<file path="src/rtl/rv32_cpu_core.sv">
// rv32_cpu_core: multi-cycle RV32I-subset core; one instruction in flight (fetch, exec, optional mem, writeback).
// All requests on the shared native port are held until mem_ready, so wait states simply stall the FSM.
module rv32_cpu_core #(
    parameter logic [31:0] RESET_PC = 32'h0000_0000
) (
    input  logic        clk,
    input  logic        reset,
    output logic        mem_valid,
    output logic        mem_instr,
    input  logic        mem_ready,
    output logic [31:0] mem_addr,
    output logic [31:0] mem_wdata,
    output logic [3:0]  mem_wstrb,
    input  logic [31:0] mem_rdata
);
    localparam logic [6:0] OP_LUI    = 7'b0110111;
    localparam logic [6:0] OP_AUIPC  = 7'b0010111;
    localparam logic [6:0] OP_JAL    = 7'b1101111;
    localparam logic [6:0] OP_JALR   = 7'b1100111;
    localparam logic [6:0] OP_BRANCH = 7'b1100011;
    localparam logic [6:0] OP_LOAD   = 7'b0000011;
    localparam logic [6:0] OP_STORE  = 7'b0100011;
    localparam logic [6:0] OP_IMM    = 7'b0010011;
    localparam logic [6:0] OP_REG    = 7'b0110011;

    typedef enum logic [2:0] {S_IDLE, S_FETCH, S_EXEC, S_MEM, S_WB} state_t;

    state_t      r_state;
    logic [31:0] r_pc;
    logic [31:0] r_instr;
    logic [31:0] r_next_pc;
    logic [31:0] r_wb_val;
    logic        r_wb_en;
    logic [31:0] r_regs [0:31];

    logic [6:0]  w_opcode;
    logic [4:0]  w_rd;
    logic [4:0]  w_rs1;
    logic [4:0]  w_rs2;
    logic [2:0]  w_f3;
    logic [6:0]  w_f7;
    logic [31:0] w_imm_i;
    logic [31:0] w_imm_s;
    logic [31:0] w_imm_b;
    logic [31:0] w_imm_u;
    logic [31:0] w_imm_j;
    logic [31:0] w_rs1_val;
    logic [31:0] w_rs2_val;
    logic [31:0] w_op_b;
    logic [4:0]  w_shamt;
    logic [31:0] w_sra;
    logic        w_sub;
    logic        w_lt;
    logic        w_ltu;
    logic        w_br_lt;
    logic        w_br_ltu;
    logic        w_alu_ok;
    logic        w_take;
    logic [31:0] w_alu;
    logic [31:0] w_sum_addr;
    logic [31:0] w_eff_addr;
    logic [31:0] w_wb_val;
    logic [31:0] w_next_pc;
    logic        w_wb_en;
    logic        w_is_lw;
    logic        w_is_sw;

    assign w_opcode  = r_instr[6:0];
    assign w_rd      = r_instr[11:7];
    assign w_f3      = r_instr[14:12];
    assign w_rs1     = r_instr[19:15];
    assign w_rs2     = r_instr[24:20];
    assign w_f7      = r_instr[31:25];
    assign w_imm_i   = {{20{r_instr[31]}}, r_instr[31:20]};
    assign w_imm_s   = {{20{r_instr[31]}}, r_instr[31:25], r_instr[11:7]};
    assign w_imm_b   = {{19{r_instr[31]}}, r_instr[31], r_instr[7], r_instr[30:25], r_instr[11:8], 1'b0};
    assign w_imm_u   = {r_instr[31:12], 12'b0};
    assign w_imm_j   = {{11{r_instr[31]}}, r_instr[31], r_instr[19:12], r_instr[20], r_instr[30:21], 1'b0};

    // x0 is never written, so a plain array read already returns zero for it
    assign w_rs1_val = r_regs[w_rs1];
    assign w_rs2_val = r_regs[w_rs2];

    assign w_op_b    = (w_opcode == OP_REG) ? w_rs2_val : w_imm_i;
    assign w_shamt   = w_op_b[4:0];
    assign w_sra     = $signed(w_rs1_val) >>> w_shamt;
    assign w_sub     = (w_opcode == OP_REG) && w_f7[5];
    assign w_lt      = $signed(w_rs1_val) < $signed(w_op_b);
    assign w_ltu     = w_rs1_val < w_op_b;
    assign w_br_lt   = $signed(w_rs1_val) < $signed(w_rs2_val);
    assign w_br_ltu  = w_rs1_val < w_rs2_val;

    assign w_sum_addr = w_rs1_val + ((w_opcode == OP_STORE) ? w_imm_s : w_imm_i);
    assign w_eff_addr = {w_sum_addr[31:2], 2'b00};

    always_comb begin
        w_alu_ok = 1'b1;
        if (w_opcode == OP_REG)
            w_alu_ok = (w_f7 == 7'b0000000) ||
                       (w_f7 == 7'b0100000 && (w_f3 == 3'b000 || w_f3 == 3'b101));
        else if (w_f3 == 3'b001)
            w_alu_ok = (w_f7 == 7'b0000000);
        else if (w_f3 == 3'b101)
            w_alu_ok = (w_f7 == 7'b0000000) || (w_f7 == 7'b0100000);
    end

    always_comb begin
        w_alu = 32'h0;
        case (w_f3)
            3'b000:  w_alu = w_sub ? (w_rs1_val - w_op_b) : (w_rs1_val + w_op_b);
            3'b001:  w_alu = w_rs1_val << w_shamt;
            3'b010:  w_alu = {31'b0, w_lt};
            3'b011:  w_alu = {31'b0, w_ltu};
            3'b100:  w_alu = w_rs1_val ^ w_op_b;
            3'b101:  w_alu = w_f7[5] ? w_sra : (w_rs1_val >> w_shamt);
            3'b110:  w_alu = w_rs1_val | w_op_b;
            default: w_alu = w_rs1_val & w_op_b;
        endcase
    end

    always_comb begin
        w_take = 1'b0;
        case (w_f3)
            3'b000:  w_take = (w_rs1_val == w_rs2_val);
            3'b001:  w_take = (w_rs1_val != w_rs2_val);
            3'b100:  w_take = w_br_lt;
            3'b101:  w_take = !w_br_lt;
            3'b110:  w_take = w_br_ltu;
            3'b111:  w_take = !w_br_ltu;
            default: w_take = 1'b0;
        endcase
    end

    // Anything not matched below falls through as a NOP: pc + 4, no writes
    always_comb begin
        w_wb_en   = 1'b0;
        w_wb_val  = w_alu;
        w_next_pc = r_pc + 32'd4;
        w_is_lw   = 1'b0;
        w_is_sw   = 1'b0;
        case (w_opcode)
            OP_LUI:    begin w_wb_en = 1'b1; w_wb_val = w_imm_u; end
            OP_AUIPC:  begin w_wb_en = 1'b1; w_wb_val = r_pc + w_imm_u; end
            OP_JAL: begin
                w_wb_en   = 1'b1;
                w_wb_val  = r_pc + 32'd4;
                w_next_pc = r_pc + w_imm_j;
            end
            OP_JALR: begin
                if (w_f3 == 3'b000) begin
                    w_wb_en   = 1'b1;
                    w_wb_val  = r_pc + 32'd4;
                    w_next_pc = (w_rs1_val + w_imm_i) & ~32'd1;
                end
            end
            OP_BRANCH: if (w_take) w_next_pc = r_pc + w_imm_b;
            OP_LOAD:   if (w_f3 == 3'b010) begin w_is_lw = 1'b1; w_wb_en = 1'b1; end
            OP_STORE:  if (w_f3 == 3'b010) w_is_sw = 1'b1;
            OP_IMM, OP_REG: w_wb_en = w_alu_ok;
            default: ;
        endcase
        if (w_rd == 5'd0)
            w_wb_en = 1'b0;
    end

    always_ff @(posedge clk or posedge reset) begin
        if (reset) begin
            r_state   <= S_IDLE;
            r_pc      <= RESET_PC;
            r_instr   <= 32'h0;
            r_next_pc <= RESET_PC;
            r_wb_val  <= 32'h0;
            r_wb_en   <= 1'b0;
            mem_valid <= 1'b0;
            mem_instr <= 1'b0;
            mem_addr  <= 32'h0;
            mem_wdata <= 32'h0;
            mem_wstrb <= 4'b0000;
            for (int i = 0; i < 32; i++)
                r_regs[i] <= 32'h0;
        end else begin
            case (r_state)
                S_IDLE: begin
                    mem_valid <= 1'b1;
                    mem_instr <= 1'b1;
                    mem_addr  <= r_pc;
                    mem_wstrb <= 4'b0000;
                    r_state   <= S_FETCH;
                end
                S_FETCH: begin
                    if (mem_ready) begin
                        r_instr   <= mem_rdata;
                        mem_valid <= 1'b0;
                        mem_instr <= 1'b0;
                        r_state   <= S_EXEC;
                    end
                end
                S_EXEC: begin
                    r_wb_en   <= w_wb_en;
                    r_wb_val  <= w_wb_val;
                    r_next_pc <= w_next_pc;
                    if (w_is_lw || w_is_sw) begin
                        mem_valid <= 1'b1;
                        mem_instr <= 1'b0;
                        mem_addr  <= w_eff_addr;
                        mem_wdata <= w_rs2_val;
                        mem_wstrb <= w_is_sw ? 4'b1111 : 4'b0000;
                        r_state   <= S_MEM;
                    end else begin
                        r_state   <= S_WB;
                    end
                end
                S_MEM: begin
                    if (mem_ready) begin
                        if (mem_wstrb == 4'b0000)
                            r_wb_val <= mem_rdata;
                        mem_valid <= 1'b0;
                        mem_wstrb <= 4'b0000;
                        r_state   <= S_WB;
                    end
                end
                S_WB: begin
                    // Retire and issue the next fetch on the same edge
                    if (r_wb_en)
                        r_regs[w_rd] <= r_wb_val;
                    r_pc      <= r_next_pc;
                    mem_valid <= 1'b1;
                    mem_instr <= 1'b1;
                    mem_addr  <= r_next_pc;
                    mem_wstrb <= 4'b0000;
                    r_state   <= S_FETCH;
                end
                default: r_state <= S_IDLE;
            endcase
        end
    end
endmodule

</file>
<file path="config.mk">
export PLATFORM = sky130hd
export DESIGN_NAME = rv32_cpu_core
export DESIGN_NICKNAME = d
export VERILOG_FILES = /design/src/rtl/rv32_cpu_core.sv
export SDC_FILE = /design/constraint.sdc
export NUM_CORES = 2
export LEC_CHECK = 0
export ABC_AREA = 1
export BUFFER_PORTS_ARGS = -buffer_cell sky130_fd_sc_hd__buf_4
export CORE_UTILIZATION = 50
export CTS_CLUSTER_SIZE = 40
export DETAILED_ROUTE_END_ITERATION = 7
export HOLD_SLACK_MARGIN = 0.15
export PLACE_DENSITY = 0.66
export SLEW_MARGIN = 5
export SYNTH_ARGS = -nofsm -noshare
export SYNTH_HDL_FRONTEND = slang
export SYNTH_SLANG_ARGS = --single-unit
export TNS_END_PERCENT = 20
</file>
<file path="constraint.sdc">
create_clock -name clk -period 68 [get_ports clk]
set_input_delay 10.2 -clock clk [delete_from_list [all_inputs] [get_ports clk]]
set_output_delay 10.2 -clock clk [all_outputs]
set_load 0.03 [all_outputs]
</file>
==> results.txt <==
Core Region = 161,000 sq um
Number of setup buffers added after CTS = 0
Post-Synthesis Cell Area = 81,200 sq um
Maximum clock insertion buffer count = 3
Crit share post-route = 21.1%
Clock share of power = 16.2%
Final worst path period need = 14.36 ns
Initial antenna violation count = 11
Final Cell Area = 86,700 sq um
RePlAce Congestion = 1.10
Clock Latency Late Sink = 0.85 ns
Status = finished, violations left
Tot GR Track Use = 45.5%
RSZ-0062 raised after global routing = no
Initial DRC Count = 14,200
Fmax = 69.6 MHz
Worst slew margin = 11.3%
Post-synth EDFFs = 0
Max Cap Violations = 0
Syn_nets = 11,800
Vias = 88,300
First-pass GRT wire length = 552,000 um
NetSw = 2.90 mW
Worst-margin pin slew = 1.33 ns
Worst path bufs/invs = 7
Failing checks = DRC
Layout cells sized above 1 = 6.12%
Crit-path max FO = 122
RR Startpoint = r_instr[15]$_DFFE_PP0P_
Register area = 30,600 sq um
Ys Warns = 0
Hold path cells = 2
Max Clock Skew = 0.0524 ns
WL/cell = 28.5 um
Worst VDD drop = 0.0411 mV
Largest net degree at the start of global routing = 187
Count of final max-slew check failures = 0
Crit path DAT = 15.16 ns
Reg2Reg Setup Slack = 58.49 ns
H-Tree Depth = 4
Drc violations = 1
TritonCTS clock tree = done
Critical Path Most Common Cell = buf_4
CTS Sinks = 1,223
Final net count = 11,300
FFs w/ async S/R, synth = 100%
Worst path cell trace = buf_4, inv_8, buf_4, buf_4, buf_4, buf_4, buf_4
Mapped Avg Cell Area = 7.00 sq um
Final setup fails = 0
Slowest CP cell = buf_4
Family with the most delay on the worst path = buffers and inverters
Sequential-to-total area share from yosys stat = 37.7%
Dpl hpwl = 242,000 um
Crit-path max cell delay = 0.92 ns
Flop and latch count out of synthesis = 1,223
DP Cell Count = 13,100
Yosys cell types = 64
Clock Tree Root = clkbuf_16
CP required = 68.80 ns
Synthesis-to-layout area growth = 6.89%
Area after DPL = 82,000 sq um
Row count = 147
Leak Pwr = 39.4 nW
Final core occ = 54.0%
Die area = 164,000 sq um
Synth Instances = 11,600
Vias in the first global route = 81,600
Post-CTS Resized = 0
Vias per cell = 6.61
Register share of total power = 17.7%
Post-DRT Antenna Nets = 0
Min-delay src = mem_instr$_DFFE_PP0P_
Crit path depth = 7
PortBufs = 104
Hold bufs inserted after CTS = 0
Top Ports = 105
Fill cells = 15,800
R2r worst-path depth = 24
Switching part of the total = 59.0%
Crit Path Category = primary input to asynchronous set/reset pin
Hold EP = mem_instr$_DFFE_PP0P_
Hold Path Class = flip-flop to flip-flop
Fin Setup TNS = 0 ns
Gr ovfl total = 0
Initial core utilization = 50.5%
Int Pwr = 2.01 mW
CP Capture Type = asynchronous set/reset pin
Die W = 405 um
Most used flip-flop cell after synthesis = dfrtp_1
Final hold vios = 0
Power Density = 56.5 nW/um^2
CP startpoint kind = primary input
Reg clk slew, reported paths = 0.06 ns
Comb power frac = 66.1%
CTS Buf Count = 142
Routed WL = 381,000 um
Multi-input gate area = 44,400 sq um
Reg-to-Reg End = r_next_pc[7]$_DFFE_PP0P_
Die Ht = 405 um
Non-filler cells, final = 13,400
First-pass detailed-route iteration total = 8
==> Yosys cell counts, types with 13 or more instances <==
master	count	area, sq um
nor2_1	1310	4920
dfrtp_1	1223	30600
buf_2	146	731
nand4_1	37	231
nor3_1	54	270
o21ai_2	17	149
o21a_1	22	165
inv_1	521	1960
nand3_1	836	4180
inv_2	39	146
nor4_1	18	113
a31oi_1	54	338
o22ai_1	67	419
a21oi_1	604	3020
clkbuf_1	623	2340
o2111ai_1	19	166
o221ai_1	373	3270
buf_4	64	480
o21ai_1	327	1640
ha_1	216	2700
o21ai_0	1947	9740
buf_6	50	563
o211ai_1	54	405
a32o_1	35	350
or2_2	23	144
nor2_2	13	81.3
nand2_1	2613	9810
buf_1	35	131
xor2_1	54	473
nand3_2	16	160
nand2_2	25	156
a211oi_1	31	233
==> placed cells by master (no fill, tap or decap), types with 11 or more instances in the layout <==
master,n
a211oi_1,31
a21oi_1,604
a31oi_1,54
a32o_1,35
buf_4,246
clkbuf_1,40
clkbuf_16,144
clkbuf_8,31
clkinv_2,18
dfrtp_1,1213
diode_2,11
ha_1,216
inv_1,518
inv_2,38
nand2_1,2581
nand2_2,26
nand2_4,35
nand3_1,835
nand3_2,17
nand4_1,37
nor2_1,1301
nor2_2,16
nor3_1,53
nor4_1,18
o2111ai_1,19
o211ai_1,54
o21a_1,22
o21ai_0,1946
o21ai_1,328
o21ai_2,17
o221ai_1,373
o22ai_1,67
o31ai_1,11
or2_2,23
xnor2_1,11
xor2_1,54
==> final cells by class <==
| cell class | count | area share, % |
|---|---|---|
| inverter | 573 | 2.56 |
| clock inverter | 43 | 0.656 |
| multi-input combinational | 8879 | 51.2 |
| clock buffer | 215 | 4.82 |
| timing repair buffer | 252 | 2.27 |
| sequential | 1223 | 35.3 |
| antenna | 11 | 0.0317 |
| tap | 2160 | 3.12 |
==> flip-flops by register name (all words and copies together), names as in the netlist <==
signal / cells
r_regs: 1024
mem_addr: 32
mem_wdata: 32
r_instr: 32
r_next_pc: 32
r_pc: 32
r_wb_val: 32
r_state: 3
mem_instr: 1
mem_valid: 1
mem_wstrb: 1
r_wb_en: 1
==> worst register-to-register path: stages (launching register included) <==
cell and delay (ns):
dfrtp_4 0.72, buf_4 0.71, buf_12 0.73, buf_4 0.99
o21ai_0 0.34, a21oi_1 0.25, a21oi_1 0.13, o21ai_1 0.19
nand3_1 0.12, o21ai_2 0.27, inv_1 0.34, ha_1 0.39
nand3_1 0.13, nor4_1 0.58, o21ai_0 0.35, nand3_1 0.22
nor2_1 0.05, a211oi_1 0.23, nand3_2 0.77, inv_2 1.04
nand2_1 0.11, o211ai_1 0.13, nand2_1 0.08, o31ai_1 0.42
nand2_1 0.09
==> cell families (layout without fill, tap and decap cells) <==
family	count (synthesis)	after routing	share of synthesized area (%)
DFF	1223	1223	37.7
buffers and inverters	1491	1083	7.89
other	0	11	0
and+or+nand+nor	4978	4978	25.1
AOI/OAI and AO/OA	3616	3616	25.2
xor gates and xnor gates	65	65	0.702
adders and majority gates	220	220	3.43
==> metal layers <==
layer | global-route usage, % | up-vias | wire (um)
met1 | 59.0 | 42100 | 145000
li1 | - | 38600 | -
met3 | 10.3 | 1388 | 43600
met5 | 0 | - | 34
met2 | 67.0 | 6240 | 162000
met4 | 32.0 | 4 | 30600
==> worst max-delay path by stage <==
| stage | from | end | slack (ns) |
|---|---|---|---|
| global placement | reset | r_regs[460]$_DFFE_PP0P_ | 52.70 |
| floorplan | reset | mem_addr[0]$_DFFE_PP0P_ | 23.34 |
| detailed placement | reset | r_regs[460]$_DFFE_PP0P_ | 52.68 |
| CTS | reset | r_regs[460]$_DFFE_PP0P_ | 53.49 |
| finish | reset | r_regs[460]$_DFFE_PP0P_ | 53.64 |
| global route | reset | r_regs[460]$_DFFE_PP0P_ | 52.89 |
==> through the flow <==
stage | hold WS [ns] | total power, mW | setup slack (ns)
2_1_floorplan | 0.449 | 2.79 | 23.34
3_3_place_gp | 0.462 | 3.95 | 52.70
3_5_place_dp | 0.465 | 3.97 | 52.68
4_1_cts | 0.481 | 4.76 | 53.49
5_1_grt | 0.504 | 5.10 | 52.89
6_report | 0.480 | 4.90 | 53.64
==> power groups by stage <==
| stage | clock, mW | combinational, mW | sequential [mW] |
|---|---|---|---|
| 6_report | 0.793 | 3.24 | 0.869 |
| 3_3_place_gp | 0 | 3.08 | 0.875 |
| 5_1_grt | 0.823 | 3.41 | 0.866 |
| 3_5_place_dp | 0 | 3.09 | 0.875 |
| 4_1_cts | 0.795 | 3.11 | 0.862 |
| 2_1_floorplan | 0 | 1.95 | 0.840 |
(Power assumes the default switching activity.)
